$ cat config.mk
export PLATFORM = sky130hd
export DESIGN_NAME = mem_lsu
export DESIGN_NICKNAME = d
export VERILOG_FILES = /design/src/rtl/mem_lsu.sv
export SDC_FILE = /design/constraint.sdc
export NUM_CORES = 1
export LEC_CHECK = 0
export CAP_MARGIN = 20
export CORE_MARGIN = 2
export CORE_UTILIZATION = 40
export DETAILED_ROUTE_END_ITERATION = 8
export DONT_BUFFER_PORTS = 1
export SETUP_SLACK_MARGIN = 0.05
export SLEW_MARGIN = 20
export SYNTH_ARGS = -nofsm -noshare
export SYNTH_HDL_FRONTEND = slang
export SYNTH_SLANG_ARGS = --single-unit
$ cat constraint.sdc
create_clock -name clk -period 5.41 [get_ports clk]
set_input_delay 0.541 -clock clk [delete_from_list [all_inputs] [get_ports clk]]
set_output_delay 0.541 -clock clk [all_outputs]
set_load 0.01 [all_outputs]
$ cat src/rtl/mem_lsu.sv
// rtl/mem_lsu.sv - RV32I MEM-stage load/store unit on a valid/grant data bus
// Optional feature macro: LSU_MISALIGN_TRAP_EN (trap misaligned H/W accesses)
module mem_lsu #(
  parameter int unsigned TIMEOUT_CYCLES = 255
) (
  input  logic        clk,
  input  logic        reset_n,
  input  logic        ex_valid,
  input  logic        mem_read,
  input  logic        mem_write,
  input  logic [2:0]  funct3,
  input  logic [31:0] addr,
  input  logic [31:0] store_data,
  output logic        stall,
  output logic [31:0] load_data,
  output logic        load_valid,
  output logic        fault,
  output logic        fault_misalign,
  output logic        bus_req,
  output logic        bus_we,
  output logic [31:0] bus_addr,
  output logic [31:0] bus_wdata,
  output logic [3:0]  bus_wstrb,
  input  logic        bus_gnt,
  input  logic        bus_rvalid,
  input  logic [31:0] bus_rdata,
  input  logic        bus_err
);

  typedef enum logic [1:0] {S_IDLE, S_REQ, S_WAIT, S_DONE} state_t;

  // Count value of the last cycle allowed in REQ+WAIT
  localparam logic [15:0] LP_LAST = 16'(TIMEOUT_CYCLES - 1);

  state_t      r_state;
  state_t      w_next;
  logic [15:0] r_cnt;
  logic [31:0] r_addr;
  logic [2:0]  r_f3;
  logic        r_we;
  logic [31:0] r_wdata;
  logic [3:0]  r_wstrb;
  logic        r_fault;
  logic        r_mis;
  logic        r_load_valid;
  logic [31:0] r_load_data;

  logic        w_op;
  logic        w_legal;
  logic        w_misalign;
  logic        w_last;
  logic        w_set_fault;
  logic        w_set_mis;
  logic        w_set_ok;
  logic [3:0]  w_wstrb;
  logic [31:0] w_wdata;
  logic [31:0] w_ext;
  logic [7:0]  w_byte;
  logic [15:0] w_half;

  assign w_op   = ex_valid & (mem_read | mem_write);
  // Pipeline released in DONE; held low while reset is asserted
  assign stall  = reset_n & w_op & (r_state != S_DONE);
  assign w_last = (r_cnt >= LP_LAST);

  // Stores allow B/H/W only; loads additionally BU/HU (both-high counts as store)
  assign w_legal = mem_write ? (~funct3[2] & (funct3[1:0] != 2'b11))
                             : ((funct3[1:0] != 2'b11) & ~(funct3[2] & funct3[1]));

`ifdef LSU_MISALIGN_TRAP_EN
  assign w_misalign = ((funct3[1:0] == 2'b01) & addr[0]) |
                      ((funct3[1:0] == 2'b10) & (addr[1:0] != 2'b00));
`else
  assign w_misalign = 1'b0;
`endif

  // Byte-lane strobes and lane-replicated write data for the incoming store
  always_comb begin
    w_wstrb = 4'b1111;
    w_wdata = store_data;
    case (funct3[1:0])
      2'b00: begin
        w_wstrb = 4'b0001 << addr[1:0];
        w_wdata = {4{store_data[7:0]}};
      end
      2'b01: begin
        w_wstrb = addr[1] ? 4'b1100 : 4'b0011;
        w_wdata = {2{store_data[15:0]}};
      end
      default: ;
    endcase
  end

  // Select the addressed lane of the read word and extend it
  always_comb begin
    w_byte = bus_rdata[{r_addr[1:0], 3'b000} +: 8];
    w_half = bus_rdata[{r_addr[1], 4'b0000} +: 16];
    case (r_f3)
      3'b000:  w_ext = {{24{w_byte[7]}}, w_byte};
      3'b100:  w_ext = {24'h000000, w_byte};
      3'b001:  w_ext = {{16{w_half[15]}}, w_half};
      3'b101:  w_ext = {16'h0000, w_half};
      default: w_ext = bus_rdata;
    endcase
  end

  // State register
  always_ff @(posedge clk or negedge reset_n) begin
    if (!reset_n) r_state <= S_IDLE;
    else          r_state <= w_next;
  end

  // Next state plus the result flags to present in DONE
  always_comb begin
    w_next      = r_state;
    w_set_fault = 1'b0;
    w_set_mis   = 1'b0;
    w_set_ok    = 1'b0;
    case (r_state)
      S_IDLE: begin
        if (w_op) begin
          if (!w_legal) begin
            w_next      = S_DONE;
            w_set_fault = 1'b1;
          end else if (w_misalign) begin
            w_next    = S_DONE;
            w_set_mis = 1'b1;
          end else begin
            w_next = S_REQ;
          end
        end
      end
      S_REQ: begin
        // A grant on the last budgeted cycle leaves no room for a response
        if (w_last) begin
          w_next      = S_DONE;
          w_set_fault = 1'b1;
        end else if (bus_gnt) begin
          w_next = S_WAIT;
        end
      end
      S_WAIT: begin
        if (bus_err) begin
          w_next      = S_DONE;
          w_set_fault = 1'b1;
        end else if (bus_rvalid) begin
          w_next   = S_DONE;
          w_set_ok = 1'b1;
        end else if (w_last) begin
          w_next      = S_DONE;
          w_set_fault = 1'b1;
        end
      end
      default: w_next = S_IDLE;
    endcase
  end

  // Cycles spent in REQ+WAIT for the timeout
  always_ff @(posedge clk or negedge reset_n) begin
    if (!reset_n)                                  r_cnt <= 16'd0;
    else if (r_state == S_REQ || r_state == S_WAIT) r_cnt <= r_cnt + 16'd1;
    else                                           r_cnt <= 16'd0;
  end

  // Latch the operation in IDLE and register the DONE-cycle results
  always_ff @(posedge clk or negedge reset_n) begin
    if (!reset_n) begin
      r_addr       <= 32'd0;
      r_f3         <= 3'd0;
      r_we         <= 1'b0;
      r_wdata      <= 32'd0;
      r_wstrb      <= 4'd0;
      r_fault      <= 1'b0;
      r_mis        <= 1'b0;
      r_load_valid <= 1'b0;
      r_load_data  <= 32'd0;
    end else begin
      if (r_state == S_IDLE && w_op) begin
        r_addr  <= addr;
        r_f3    <= funct3;
        r_we    <= mem_write;
        r_wdata <= w_wdata;
        r_wstrb <= w_wstrb;
      end
      r_fault      <= w_set_fault;
      r_mis        <= w_set_mis;
      r_load_valid <= w_set_ok & ~r_we;
      if (w_set_fault || w_set_mis)  r_load_data <= 32'd0;
      else if (w_set_ok && !r_we)    r_load_data <= w_ext;
    end
  end

  assign bus_req        = (r_state == S_REQ);
  assign bus_we         = r_we;
  assign bus_addr       = {r_addr[31:2], 2'b00};
  assign bus_wdata      = r_wdata;
  assign bus_wstrb      = r_wstrb;
  assign load_data      = r_load_data;
  assign load_valid     = r_load_valid;
  assign fault          = r_fault;
  assign fault_misalign = r_mis;

endmodule

# Word level (Yosys, flattened, before mapping)
# Cells that the tools add are included.
[classes]
n_addsub = 1
n_mul = 0
n_div = 0
magnitude_cmp = 1
eq_ne = 11
shifts = 3
mux = 25
bitwise = 11
n_reduce_logical = 9
[op_table]
columns = ["op", "count"]
rows = [
  ["32-bit one-hot mux with 4 select lines", 1],
  ["32-bit two-way mux", 2],
  ["32-bit one-hot mux with 2 select lines", 1],
  ["32-bit by 6-bit indexed part select with 16-bit output", 1],
  ["32-bit by 6-bit indexed part select with 8-bit output", 1],
  ["16-bit by 1-bit adder with 16-bit output (second input constant)", 1],
  ["16-bit by 8-bit greater-or-equal comparator with 1-bit output (second input constant)", 1],
  ["16-bit two-way mux", 1],
  ["2-bit two-way mux", 7],
  ["1-bit two-way mux", 9],
  ["4-bit one-hot mux with 2 select lines", 1],
  ["1-bit AND", 7],
  ["3-bit equality test (second input constant)", 2],
  ["2-bit != test (second input constant)", 3],
  ["2-bit one-hot mux with 3 select lines", 1],
  ["2-bit by 1-bit equality test with 1-bit output (second input constant)", 2],
  ["2-bit zero test", 2],
  ["4-bit two-way mux", 1],
  ["4-bit != test (second input constant)", 1],
  ["1-bit by 2-bit << shifter with 4-bit output (first input constant)", 1],
  ["3-bit by 1-bit equality test with 1-bit output (second input constant)", 1],
  ["3-bit zero test", 1],
  ["3-bit by 1-bit != test with 1-bit output (second input constant)", 1],
  ["1-bit inverter", 3],
  ["8 further kinds", 9],
]
[totals]
register_bits = 124
latchBits = 0
ramBits = 0
mem_bits_ro = 0
output_inout_bits = 106
memories = 0

# Logic depth before layout (Yosys ltp)
# Gate-level depths: netlist (run 1).
[depth]
word_depth = 8
depth_mapped = 8
mapped_depth_nobuf = 7

# Worst setup path after synthesis (run 1)
# No wires, ideal clock.
[synth_path]
path_type = "flip-flop to flip-flop"
start = "reg r_state[0]"
end = "reg r_load_data[15], in the netlist load_data[15]"
arrival_time_ns = 1.666
path_slack_ns = 3.608
path_stages_with_launch = 9
period_less_slack_ns = 1.802
path_cell_list = "dfrtp_1 > inv_1 > ha_1 > nand4bb_1 > clkbuf_1 > clkinv_1 > clkbuf_1 > o21ai_0 > nor3_1"
[synth_via]
elab_chain_len = 4
elab_cells_between_ends = 8
classes_between = "2 x eq/ne; 3 x mux; 3 x reduce/logical"
[synth_rtl]
columns = ["element", "line", "text"]
rows = [
  ["start, declared", "35", "state_t r_state;"],
  ["start signal, assigned", "110", "else r_state <= w_next;"],
  ["2-bit equality test", "119", "case (r_state)"],
  ["1-bit two-way mux", "119", ""],
  ["1-bit logical AND", "189", "else if (w_set_ok && !r_we) r_load_data <= w_ext;"],
  ["2-bit nonzero test (no line)", "-", ""],
  ["end signal, assigned", "189", ""],
  ["end, declared", "46", "logic [31:0] r_load_data;"],
]
# Parallel ways exist; a longest one is shown, timed or not.
# A chain may end at the register's enable or synchronous reset.

# Final worst setup path (run 1)
# Same ends and word-level chain as after synthesis.

==> results of run 1 <==
kinds of logic (layout without fill, tap and decap cells):
group	Yosys count	count (layout)	synth area share
other	1	3	0.000612
adders and majority gates	6	6	0.0123
and+or+nand+nor	157	157	0.120
xor gates and xnor gates	13	13	0.0186
muxes	77	77	0.137
buffers and inverters	86	54	0.0772
DFF	124	124	0.506
AOI/OAI and AO/OA	121	121	0.128
registers in the layout, summed over array words and instances (netlist names):
register / flops
bus_wstrb: 4
bus_we: 1
fault: 1
r_state: 2
r_f3: 3
load_valid: 1
bus_wdata: 32
r_addr: 32
load_data: 32
r_cnt: 16
final cells by class:
cell class	instances	area, µm²	share of cell area
clock buffer	21	450	0.0678
timing repair buffer	6	65.1	0.00979
clock inverter	11	168	0.0252
sequential	124	3100	0.467
tap	188	235	0.0354
inverter	16	60.1	0.00903
multi-input combinational	377	2570	0.386
power by group through the flow:
| stage | combinational, µW | clock [µW] | sequential, µW |
|---|---|---|---|
| floorplan | 1050 | 0 | 1630 |
| global placement | 852 | 0 | 1860 |
| detailed placement | 902 | 0 | 1870 |
| CTS | 921 | 1210 | 1860 |
| global route | 1030 | 1260 | 1900 |
| finish | 910 | 1190 | 1850 |
metrics by stage:
stage	cell area [µm²]	setup WS [ns]	utilization	instances	total power, µW
6_report	6650	2.75	0.441	743	3940
5_1_grt	6650	2.43	0.441	743	4190
4_1_cts	6640	2.68	0.440	742	3990
3_5_place_dp	5990	2.68	0.397	709	2770
3_3_place_gp	5990	2.79	0.397	709	2710
2_1_floorplan	6130	3.61	-	587	2680
cells in the final DEF (no fill, tap or decap), drive strengths merged, types with 2 or more instances in the layout:
cell and n:
dfrtp 124, nand2 57, mux2 44, o21ai 35, nor2 33, mux2i 32, a31oi 23, a21oi 21
clkbuf 21, nand3 19, inv 15, and2 15, nor3 13, a211oi 10, xnor2 9, a2bb2oi 7
o22ai 6, a221oi 6, ha 6, buf 6, clkinv 6, nor2b 4, xor2 4, bufinv 4
and4 3, nand4 3, nand2b 3, conb 3, or4 2, nor3b 2, o31ai 2, clkinvlp 2
a2111oi 2
worst paths after layout:
| check | to | slack [ns] | cells past startpoint | start |
|---|---|---|---|---|
| max | load_data[15] | 2.75 | 8 | r_state[0] |
| min | load_data[16] | 0.05 | 1 | reset_n |
| max reg2reg | load_data[15] | 2.75 | 8 | r_state[0] |
| min reg2reg | r_cnt[0] | 0.49 | 1 | r_cnt[0] |
| max in group asynchronous | bus_wdata[8] | 4.86 | 1 | reset_n |
| min in group clk | bus_wdata[3] | 0.27 | 1 | store_data[3] |
routing by layer:
| metal | track usage | part of all wire | vias up |
|---|---|---|---|
| met1 | 0.212 | 0.40 | 2033 |
| met4 | 0.0763 | 0.020 | 0 |
| met2 | 0.290 | 0.49 | 179 |
| met5 | 0 | 0 | - |
| li1 | - | - | 1949 |
| met3 | 0.0739 | 0.094 | 22 |
==> results_dict.tcl, run 1 <==
set metrics [dict create \
    synth_commonest_cells "124 x dfrtp_1, 57 x nand2_1, 44 x mux2_2" \
    synth_area_leaders "dfrtp_1 51%, mux2_2 8.1%, mux2i_1 5.2%" \
    max_stage_delay_ns 0.77 \
    skew_ns 0.00580 \
    grt_overflow 0 \
    ctsHoldBuffers 1 \
    p_sw_uw 1410 \
    yosysWarningCount 0 \
    hold_ws_ns 0.0525 \
    io_buffers 0 \
    cts_setup_buffers 0 \
    p_per_area_nw_per_um2 593 \
    ys_async_sr_fraction 1.00 \
    dr.pass1.iters 4 \
    cts_resized 0 \
    switching_share 0.357 \
    area_growth_syn_to_layout_pct 8.50 \
    drc_errors 0 \
    fp.coreArea_um2 15100 \
    cap_violations 0 \
    antenna_found_initial 0 \
    grt_pass1_wl_mm 22.8 \
    place.gp.congestion 0.806 \
    drive_above_1_share 0.153 \
    io-pin-count 213 \
    crit_path_start_kind "register" \
    synth_top_area_share 0.506 \
    die_w_um 128 \
    cts_root_buffer "clkbuf_16" \
    finalWirelength_mm 14.4 \
    synth_cell_types 50 \
    cts_tree "yes" \
    ant_nets 0 \
    post_drt_wl_per_cell_um 19.4 \
    nets 655 \
    hp-class "in -> async" \
    numCtsBuffers 17 \
    grt_pass1_vias 4255 \
    min_period_ns 2.66 \
    setup_tns_ns 0 \
    dieArea_um2 16300 \
    clk_path_buf_depth 2 \
    cts.reportedPaths.clkPinSlew_ns 0.06 \
    ys_seq_area_frac 0.506 \
    path_cells "inv_1 > ha_1 > nand4bb_1 > buf_4 > clkinv_1 > nand3b_1 > o21ai_0 > nor3_1" \
    crit_family "buffers and inverters" \
    end_kind "register" \
    die_h_um 128 \
    synth_flop_cell "dfrtp_1" \
    finalSetupViolCount 0 \
    clk_latency_ns 0.42 \
    track_usage 0.180 \
    grt_setup_unrepaired "false" \
    synth_top_area_cell "dfrtp_1" \
    synth_area_um2 6130 \
    min_period_over_period 0.491 \
    row_count 45 \
    p_int_uw 2540 \
    critPathKind "reg -> reg" \
    synth_most_common_cell "dfrtp_1" \
    grt_max_degree 125 \
    path_buf_inv 3 \
    slew_headroom 0.292 \
    htree_num_levels 4 \
    pwr-share-seq 0.468 \
    diodes 0 \
    vdd_drop_max_uv 201 \
    crit_required_ns 5.74 \
    critPathArrivalTime_ns 2.99 \
    tightestPinTransition_ns 1.06 \
    numClockSinks 124 \
    path_max_fanout 35 \
    final.fill_count 1385 \
    synth_area_per_cell_um2 10.5 \
    hold_violations 0 \
    fmax_ghz 0.376 \
    cp_slowest_cell "clkinv_1" \
    vias 4183 \
    start_util 0.406 \
    comb_power_share 0.231 \
    synth_cells 585 \
    ys_ff_latch 124 \
    status "finished, final reports clean" \
    leakagePower_uw 0.00294 \
    synth_edf_count 0 \
    drt_iter0_markers 313 \
    clkPwrFrac 0.301 \
    post-dp-hpwl_mm 10.2 \
    drt-vias-per-instance 5.63 \
    finalMaxSlewViolations 0 \
]
No activity file was read; power rests on OpenSTA's default activity.
==> inputs of run 2 (changes only) <==
Clock period 5.41 ns to 2.6 ns, I/O delays scaled along.
==> run 2 against run 1 <==
Compared with the run above:
- clock skew grew 0.00089 ns
- via count rose by 5.0%
- global-route usage up 0.69 points
- the run now ends with negative hold slack left
- critical path type unchanged
- maximum frequency increased by 33%
- largest cell class unchanged
- setup slack got worse by 2.2 ns
- register-to-register slack got worse by 2.2 ns
- wire length grew 3.6%
- first-iteration DRC count rose by 11%
- non-clock buffer count increased by 48
- combinational power increased by 120%
==> results_dict.tcl, run 2 (synthesized netlist as in run 1, its figures left out) <==
set metrics [dict create \
    instances_no_fill 791 \
    die_w_um 128 \
    setup_tns_ns 0 \
    violations "negative hold slack" \
    track_usage 0.186 \
    grt_pass1_wl_mm 23.8 \
    cts_tree "yes" \
    post-dp-hpwl_mm 10.2 \
    hold_violations 124 \
    cp_slowest_cell "or4_1" \
    finalWirelength_mm 14.9 \
    drt-vias-per-instance 5.55 \
    worst_r2r_path_depth 6 \
    nets 703 \
    final.fill_count 1393 \
    p_per_area_nw_per_um2 1170 \
    row_count 45 \
    crit_required_ns 2.92 \
    crit_path_start_kind "register" \
    hold_ws_ns -0.457 \
    fin_area_um2 7150 \
    leakagePower_uw 0.00316 \
    cap_violations 0 \
    dpl_cell_area_um2 6070 \
    path_cells "or4_1 > a211o_1 > o21ai_2 > a21oi_2 > buf_4 > nor3_1" \
    finalSetupViolCount 0 \
    io-pin-count 213 \
    mostFrequentLayoutCells "124 x dfrtp_1, 56 x nand2_1, 44 x mux2_2, 43 x dlygate4sd3_1, 34 x o21ai_0" \
    grt_overflow 0 \
    start_util 0.406 \
    diodes 0 \
    ant_nets 0 \
    min_period_ns 2.00 \
    regArea_um2 3100 \
    critPathKind "reg -> reg" \
    end_kind "register" \
    grt_max_degree 126 \
    final_common_cell "dfrtp_1" \
    grt_pass1_vias 4511 \
    antenna_found_initial 0 \
    vias 4393 \
    clk_latency_ns 0.41 \
    final_core_util 0.474 \
    numCtsBuffers 17 \
    hp-class "in -> async" \
    io_buffers 0 \
    drive_above_1_share 0.154 \
    tightestPinTransition_ns 0.652 \
    max_stage_delay_ns 0.51 \
    finalMaxSlewViolations 0 \
    r2r_slack_ns 0.60 \
    slew_headroom 0.563 \
    dr.pass1.iters 4 \
    critPathArrivalTime_ns 2.33 \
    fmax_ghz 0.499 \
    cts_setup_buffers 0 \
    cts_root_buffer "clkbuf_16" \
    vdd_drop_max_uv 486 \
    dieArea_um2 16300 \
    place.gp.congestion 0.817 \
    htree_num_levels 4 \
    post_drt_wl_per_cell_um 18.9 \
    numClockSinks 124 \
    dp_cells 716 \
    ctsHoldBuffers 43 \
    fp.coreArea_um2 15100 \
    cts_resized 0 \
    cts.reportedPaths.clkPinSlew_ns 0.06 \
    multi_input_area_um2 2570 \
    area_growth_syn_to_layout_pct 16.7 \
    drt_iter0_markers 346 \
    path_max_fanout 33 \
    min_period_over_period 0.771 \
    grt_setup_unrepaired "false" \
    die_h_um 128 \
    clk_path_buf_depth 2 \
    drc_errors 0 \
    status "finished, violations left" \
    skew_ns 0.00669 \
]
[run 2: changes by cell type in the layout (fill, tap and decap cells not counted), sizes merged]
cell	previous run	this run
buf	6	11
bufinv	4	5
clkbuf	21	17
clkinv	6	8
clkinvlp	2	3
dlygate4sd3	0	43
[run 2: critical path, delay by kind of cell (launching register included)]
family | cells | cell delay [ns]
AND/OR/NAND/NOR | 2 | 0.74
flip-flops | 1 | 0.42
buffers and inverters | 1 | 0.24
AO/OA/AOI/OAI | 3 | 0.51
[run 2: path summary, 6_finish.rpt]
check,endpoint,startpoint
max,load_data[7],r_cnt[11]
min,load_data[3],reset_n
max reg2reg,load_data[7],r_cnt[11]
min reg2reg,r_cnt[0],r_cnt[0]
max in group asynchronous,bus_wdata[15],reset_n
min in group clk,load_data[30],bus_rdata[30]
[run 2: area by class of cell]
cell class                      instances  area share
Tap cell                              188      0.0329
Sequential cell                       124       0.434
Clock inverter                         15      0.0311
Multi-Input combinational cell        377       0.359
Inverter                               16     0.00840
Clock buffer                           17      0.0595
Timing Repair Buffer                   54      0.0752
[run 2: metrics by stage]
step	power, µW	setup WS, ns
after floorplan	5570	0.798
after global placement	5690	0.652
after detailed placement	5810	0.605
after CTS	8480	0.566
after global routing	8900	0.417
final	8390	0.597
[run 2: per-layer routing]
metal,global-route usage,up-vias,share of wire
li1,-,2046,-
met1,0.222,2123,0.40
met2,0.292,191,0.47
met3,0.0789,33,0.093
met4,0.0899,0,0.034
met5,0,-,0
[run 2: report_power, final]
| group | total, µW | internal [µW] | switching [µW] |
|---|---|---|---|
| registers | 3800 | 2740 | 1060 |
| logic | 2010 | 987 | 1030 |
| clock network | 2580 | 1700 | 879 |
